==> src/rtl/bram_line_streamer.sv <==
// bram_line_streamer: reads a stored waveform cyclically from bram_interface in generator mode
// and replays it as an AXI-Stream master, hiding the read latency behind a credit-managed FIFO.
`ifndef WD_DATA_WIDTH
`define WD_DATA_WIDTH 32
`endif
module bram_line_streamer #(
    parameter int DATA_WIDTH = `WD_DATA_WIDTH,
    parameter int BRAM_DEPTH = 500,
    parameter int BRAM_DELAY = 3,
    localparam int FIFO_DEPTH = BRAM_DELAY + 2,
    localparam int LCW = $clog2(BRAM_DEPTH) + 1,
    localparam int CW = $clog2(FIFO_DEPTH + 1),
    localparam int PW = (FIFO_DEPTH > 1) ? $clog2(FIFO_DEPTH) : 1
) (
    input  logic                  clk,
    input  logic                  rst,
    input  logic                  run,
    input  logic [LCW-1:0]        line_count,
    input  logic                  write_rdy,
    input  logic [DATA_WIDTH-1:0] line_out,
    input  logic                  valid_line_out,
    output logic                  generator_mode,
    output logic                  rst_gen_mode,
    output logic                  next,
    output logic [DATA_WIDTH-1:0] m_tdata,
    output logic                  m_tvalid,
    input  logic                  m_tready,
    output logic                  m_tlast,
    output logic                  busy,
    output logic                  stray_err
);
    typedef enum logic [1:0] {IDLE, START, STREAM, DRAIN} state_t;

    state_t                state_q, state_d;
    logic [LCW-1:0]        lc_q, lc_d, iss_q, iss_d, out_q, out_d;
    logic [CW-1:0]         credits_q, credits_d, inflight_q, inflight_d, cnt_q, cnt_d;
    logic [PW-1:0]         wr_q, wr_d, rd_q, rd_d;
    logic                  wrap_q, wrap_d, stray_q, stray_d;
    logic [DATA_WIDTH-1:0] mem_q [FIFO_DEPTH];
    logic [DATA_WIDTH-1:0] mem_d [FIFO_DEPTH];
    logic                  pop, push;

    assign m_tvalid  = cnt_q != '0;
    assign m_tdata   = mem_q[rd_q];
    assign m_tlast   = m_tvalid & (out_q == lc_q - 1'b1);
    assign busy      = state_q != IDLE;
    assign stray_err = stray_q;
    assign pop       = m_tvalid & m_tready;
    assign push      = valid_line_out & (inflight_q != '0);

    always_comb begin
        state_d        = state_q;
        lc_d           = lc_q;
        iss_d          = iss_q;
        wrap_d         = wrap_q;
        generator_mode = 1'b0;
        rst_gen_mode   = 1'b0;
        next           = 1'b0;
        out_d          = pop ? ((out_q == lc_q - 1'b1) ? '0 : out_q + 1'b1) : out_q;
        case (state_q)
            IDLE: begin
                if (run && write_rdy && line_count != '0 && line_count <= LCW'(BRAM_DEPTH)) begin
                    state_d = START;
                    lc_d    = line_count;
                end
            end
            START: begin
                generator_mode = 1'b1;
                rst_gen_mode   = 1'b1;
                iss_d          = '0;
                out_d          = '0;
                wrap_d         = 1'b0;
                state_d        = STREAM;
            end
            STREAM: begin
                generator_mode = 1'b1;
                rst_gen_mode   = wrap_q;
                next           = !wrap_q && credits_q < CW'(FIFO_DEPTH);
                // issuing the last line schedules the pointer-reset pulse for the next cycle
                wrap_d         = next && iss_q == lc_q - 1'b1;
                iss_d          = next ? (wrap_d ? '0 : iss_q + 1'b1) : iss_q;
                state_d        = run ? STREAM : DRAIN;
            end
            default: begin
                generator_mode = 1'b1;
                wrap_d         = 1'b0;
                state_d        = (credits_q == '0) ? IDLE : DRAIN;
            end
        endcase
        credits_d  = credits_q + CW'(next) - CW'(pop);
        inflight_d = inflight_q + CW'(next) - CW'(push);
        cnt_d      = cnt_q + CW'(push) - CW'(pop);
        wr_d       = push ? ((wr_q == PW'(FIFO_DEPTH - 1)) ? '0 : wr_q + 1'b1) : wr_q;
        rd_d       = pop ? ((rd_q == PW'(FIFO_DEPTH - 1)) ? '0 : rd_q + 1'b1) : rd_q;
        stray_d    = stray_q | (valid_line_out & (inflight_q == '0));
        mem_d      = mem_q;
        if (push) mem_d[wr_q] = line_out;
    end

    always_ff @(posedge clk or negedge rst) begin
        if (!rst) begin
            state_q    <= IDLE;
            lc_q       <= '0;
            iss_q      <= '0;
            out_q      <= '0;
            credits_q  <= '0;
            inflight_q <= '0;
            cnt_q      <= '0;
            wr_q       <= '0;
            rd_q       <= '0;
            wrap_q     <= 1'b0;
            stray_q    <= 1'b0;
            for (int i = 0; i < FIFO_DEPTH; i++) mem_q[i] <= '0;
        end else begin
            state_q    <= state_d;
            lc_q       <= lc_d;
            iss_q      <= iss_d;
            out_q      <= out_d;
            credits_q  <= credits_d;
            inflight_q <= inflight_d;
            cnt_q      <= cnt_d;
            wr_q       <= wr_d;
            rd_q       <= rd_d;
            wrap_q     <= wrap_d;
            stray_q    <= stray_d;
            mem_q      <= mem_d;
        end
    end
endmodule
==> config.mk <==
export PLATFORM = sky130hd
export DESIGN_NAME = bram_line_streamer
export DESIGN_NICKNAME = d
export VERILOG_FILES = /design/src/rtl/bram_line_streamer.sv
export SDC_FILE = /design/constraint.sdc
export NUM_CORES = 1
export LEC_CHECK = 0
export ABC_AREA = 0
export BUFFER_PORTS_ARGS = -buffer_cell sky130_fd_sc_hd__buf_2
export CAP_MARGIN = 20
export CORE_ASPECT_RATIO = 2
export CORE_MARGIN = 5
export CORE_UTILIZATION = 30
export DETAILED_ROUTE_END_ITERATION = 10
export SLEW_MARGIN = 20
export SYNTH_ARGS = -nofsm -noshare
export SYNTH_HDL_FRONTEND = slang
export SYNTH_SLANG_ARGS = --single-unit
==> constraint.sdc <==
create_clock -name clk -period 3 [get_ports clk]
set_input_delay 0.15 -clock clk [delete_from_list [all_inputs] [get_ports clk]]
set_output_delay 0.15 -clock clk [all_outputs]
set_load 0.05 [all_outputs]
### Word-level counts from Yosys, hierarchy flattened

Index checks and enable logic that the tools add are counted.

| word-level totals | value |
|---|---|
| register bits after elaboration | 209 |
| input bits | 48 |
| output and inout port bits | 39 |

| operators by class | value |
|---|---|
| bitwise operators | 7 |
| multiplexer cells | 22 |
| equal/unequal tests | 8 |
| $lt $le $gt $ge | 5 |
| reduce and logical (&&, ||, !) cells | 18 |
| add/subtract/negate cells | 11 |

Operators with widths:

| kind | count |
|---|---|
| $bwmux 160 | 1 |
| $bmux 32 s3 | 1 |
| $demux 32 s3 | 1 |
| $mux 32 | 3 |
| $mux 10 | 5 |
| $add 10x1->10 const B | 2 |
| $eq 10x10->1 | 2 |
| $pmux 10 s2 | 1 |
| $le 10x9->1 const B | 1 |
| $reduce_bool 10->1 | 1 |
| $sub 10x1->10 const B | 1 |
| $add 3x1->3 | 3 |
| $sub 3x1->3 | 3 |
| $ge 4x4->1 const B | 2 |
| $not 3->4 | 2 |
| $add 3x1->3 const B | 2 |
| $eq 3x3->1 const B | 2 |
| $logic_and 1x1->1 | 6 |
| $logic_not 3->1 | 2 |
| $mux 3 | 2 |
| $pmux 2 s3 | 1 |
| $reduce_bool 2->1 | 3 |
| $reduce_bool 3->1 | 2 |
| $and 1x1->1 | 4 |
| 12 further kinds | 18 |

### Longest topological paths before layout

| depth | value |
|---|---|
| depth after elaboration | 6 |
| gate-level depth with buffers | 13 |

### Worst setup path before layout

No wires, ideal clock.

| timing | value |
|---|---|
| path type | flip-flop to output port |
| start | register lc_q[0] |
| end | output port m_tlast |
| buffers on the path | 3 |
| arrival time | 3.019 ns |
| stages on the path, launching flop included | 11 |
| path slack | -0.169 ns |
| data required time | 2.850 ns |
| cells stage by stage | dfrtp_1 -> buf_2 -> inv_1 -> ha_1 -> buf_6 -> or3b_4 -> or4_4 -> a2bb2oi_1 -> a2111o_1 -> buf_6 -> nor2b_1 |

| between the ends | value |
|---|---|
| word-level cells in the longest chain between the ends | 3 |

Ends and longest elaborated chain:

| element | RTL line | text |
|---|---|---|
| start: declaration | 35 | `logic [LCW-1:0] lc_q, lc_d, iss_q, iss_d, out_q, out_d;` |
| start signal: assignment | 116 | `lc_q <= lc_d;` |
| $sub 10x1->10 | 45 | `assign m_tlast = m_tvalid & (out_q == lc_q - 1'b1);` |
| $eq 10x10->1 | 45 |  |
| $and 1x1->1 | 45 |  |
| end: declaration | 28 | `output logic m_tlast,` |

No other way between the ends.

### Worst setup path after layout

Ends and elaborated chain as after synthesis.

==> results.py <==
metrics = {
    "run_status": {
        "status": "finished with violations",
        "violations": "setup timing",
    },
    "timing": {
        "fin_worst_skew_ns": 0.009565,
        "slew_headroom": 0.4713,
        "worst_pin_slew_ns": 0.7931,
        "setup_slack_ns": -0.06526,
        "setup_viol": 1,
        "grt_setup_unrepaired": "yes",
        "timing.fmax_mhz": 326.2,
        "holdWs_ns": 0.1301,
        "hold_viol_final": 0,
        "final.period_utilization": 1.022,
        "period_minus_slack_ns": 3.065,
        "maxSlewViolCount": 0,
    },
    "pwr": {
        "irDropWorstVdd_mv": 0.5137,
        "power.share.clock": 0.170,
        "p_comb_frac": 0.484,
        "power_uw": 14990,
        "internal-power_uw": 8752,
        "leakagePower_uw": 0.005414,
        "seqPwrFrac": 0.347,
        "power_switching_uw": 6241,
        "swShare": 0.4163,
        "power_density_nw_per_um2": 1200,
    },
    "layout": {
        "final_util": 0.3650,
        "drive_gt1_frac": 0.3758,
        "fillers": 3349,
        "area_growth_pct": 21.00,
        "multi_input_area_sq_um": 4678,
        "seq_area_sq_um": 5231,
        "instances_no_fill": 1431,
        "layout.nets": 1046,
        "diodes": 0,
    },
    "yosys": {
        "synth_seq_cells": 209,
        "synth_xor_area_frac": 0.01781,
        "syn-mean-instance-area_sq_um": 12.31,
        "synth-compound-area-share": 0.06591,
        "synthMuxAreaShare": 0.2581,
        "syn_area_sq_um": 10330,
        "synth_async_sr_flop_share": 1.000,
        "synth-main-ff-cell": "dfrtp_1",
        "synthAdderAreaFrac": 0.02883,
        "synth_top_family_by_area": "multiplexers",
        "synth_nets": 909,
        "synth_edf_count": 0,
        "yosys.area_share.simple": 0.07984,
        "synth_cells": 839,
        "ys_warn_count": 0,
        "synth_cell_type_count": 62,
        "seq_area_frac_synth": 0.5064,
    },
    "global_route": {
        "grt_start_max_net_pins": 74,
        "grt_usage": 0.1292,
        "grt_pass1_wl_um": 40210,
        "antenna_found_initial": 0,
        "grt_pass1_vias": 7586,
        "grt_overflow_total": 0,
    },
    "clocking": {
        "clk_pin_slew_ns": 0.06,
        "cts_sinks": 209,
        "cts_max_level": 1,
        "cts_tree": "built",
        "worstSkewPairLatency_ns": 0.51,
        "cts_buffers": 20,
        "root_buffer": "clkbuf_16",
        "post_cts_buffers": 0,
        "clockBufferDepth": 3,
    },
    "detailed_routing": {
        "drtIter0Drc": 348,
        "vias": 6947,
        "drt-pass1-iter-count": 5,
        "ant_nets": 0,
        "wire_per_inst_um": 17.16,
        "via_per_inst": 4.855,
        "drc_errors": 0,
        "routed_wl_um": 24560,
    },
    "die": {
        "coreArea_sq_um": 34230,
        "die_w_um": 141.2,
        "row_count": 96,
        "ios": 87,
        "die_y_um": 272.4,
        "start_util": 0.3017,
        "design.die.area_sq_um": 38460,
    },
    "placement": {
        "hpwlAfterDp_um": 17280,
        "io_buffers": 86,
        "gp_congestion": 0.7946,
        "placed_cells": 1351,
    },
    "setup_path": {
        "crit_required_ns": 2.85,
        "cp-start-kind": "flip-flop",
        "path_class": "reg -> out",
        "critPathCaptureType": "output pin",
        "cp.arrival_ns": 2.92,
        "crit_path_max_fanout": 5,
    },
    "flow_run": {
        "maxCapViolations": 0,
    },
    "hold_path": {
        "hold_class": "in -> reg",
    },
}
layout by cell type, fill, tap and decap left out, types with 5 or more instances in the layout:
cell,instances
dfrtp_1,208
mux2_2,169
buf_2,84
nand2_1,71
inv_1,61
o21ai_0,48
dlygate4sd3_1,44
mux4_2,32
buf_4,31
nand3_1,22
clkbuf_16,20
nor2_1,19
ha_1,19
xnor2_1,17
nor3_1,13
a21oi_1,12
a31oi_1,10
a21o_1,6
clkbuf_1,5
path summary, 6_finish.rpt:
check	slack (ns)	end	start	cells after the start
worst min-delay path	0.13	state_q[0]$_DFFE_PN0P_	line_count[9]	5
max in group asynchronous	1.98	lc_q[5]$_DFFE_PN0P_	rst	3
worst max register to register	0.29	iss_q[4]$_DFFE_PN0P_	lc_q[0]$_DFFE_PN0P_	9
worst max-delay path	-0.07	m_tlast	lc_q[0]$_DFFE_PN0P_	8
worst min register to register	0.49	mem_q[40]$_DFFE_PN0P_	mem_q[40]$_DFFE_PN0P_	1
min in group asynchronous	0.22	mem_q[5]$_DFFE_PN0P_	rst	2
kinds of logic after synthesis:
logic type | Yosys count
DFF | 209
muxes | 205
and+or+nand+nor | 167
buffers and inverters | 109
AOI/OAI and AO/OA | 106
adders and majority gates | 22
xor gates and xnor gates | 21
registers in the layout (all words and copies together) (netlist names):
| register | count |
|---|---|
| out_q | 10 |
| stray_err | 1 |
| cnt_q | 3 |
| rd_q | 3 |
| iss_q | 10 |
| lc_q | 10 |
| state_q | 2 |
| inflight_q | 3 |
| mem_q | 160 |
| credits_q | 3 |
| wrap_q | 1 |
| wr_q | 3 |
Yosys cell counts (4+ instances only):
cell type	n	area, sq um
mux2_2	169	1903
buf_2	5	25.02
nand2_1	71	266.5
a21o_1	6	45.04
mux4_2	32	720.7
nor2_1	19	71.32
a31oi_1	10	62.56
nor4_1	5	31.28
or2_2	4	25.02
clkbuf_1	33	123.9
dfrtp_1	209	5230
and3_1	4	25.02
a22o_1	4	35.03
inv_1	61	229.0
nor3_1	13	65.06
ha_1	19	237.7
nand4_1	4	25.02
xor2_1	4	35.03
nor2b_1	5	31.28
buf_1	6	22.52
nand3_1	22	110.1
xnor2_1	17	148.9
o21ai_0	48	240.2
a21oi_1	12	60.06
power by group through the flow:
stage | registers (uW) | logic, uW | clock network [uW]
global placement | 5180 | 7210 | 0
floorplan | 4810 | 5850 | 0
finish | 5200 | 7250 | 2540
global route | 5400 | 7860 | 2740
detailed placement | 5260 | 7310 | 0
CTS | 5210 | 7380 | 2650
repair_timing:
action	in CTS	in global routing
hold endpoints to repair	239	0
setup endpoints to repair	1	1
resized for setup	2	1
hold buffers	44	0
critical path, cell delays in order (launching register included):
cell	delay, ns
dfrtp_1	0.38
inv_1	0.06
ha_1	0.16
or3b_4	0.41
or4_4	0.46
a2bb2oi_1	0.16
a2111o_1	0.47
nor2b_2	0.15
buf_6	0.16
metrics by stage:
step	setup WS (ns)	setup TNS (ns)	instance area [sq um]
final	-0.06526	-0.06526	12500
after floorplan	0.08889	0	10330
after CTS	-0.1142	-0.1142	12490
after global routing	-0.1658	-0.1658	12500
after global placement	0.3331	0	11400
after detailed placement	0.2881	0	11400
cell type report:
| cell class | count | share of cell area |
|---|---|---|
| well taps | 441 | 0.04416 |
| inverters | 61 | 0.01832 |
| repair buffers | 163 | 0.09272 |
| clock buffers | 25 | 0.04155 |
| flip-flops and latches | 209 | 0.4186 |
| multi-input cells | 521 | 0.3744 |
| clock inverters | 11 | 0.01021 |
routing by layer:
metal	up-vias	GRT usage	wire [um]
met5	-	0	0
met4	0	0.05028	817
met3	48	0.01441	721
met2	120	0.2512	13840
met1	3534	0.1393	9179
li1	3245	-	-
Power figures use the tool's default switching activity.
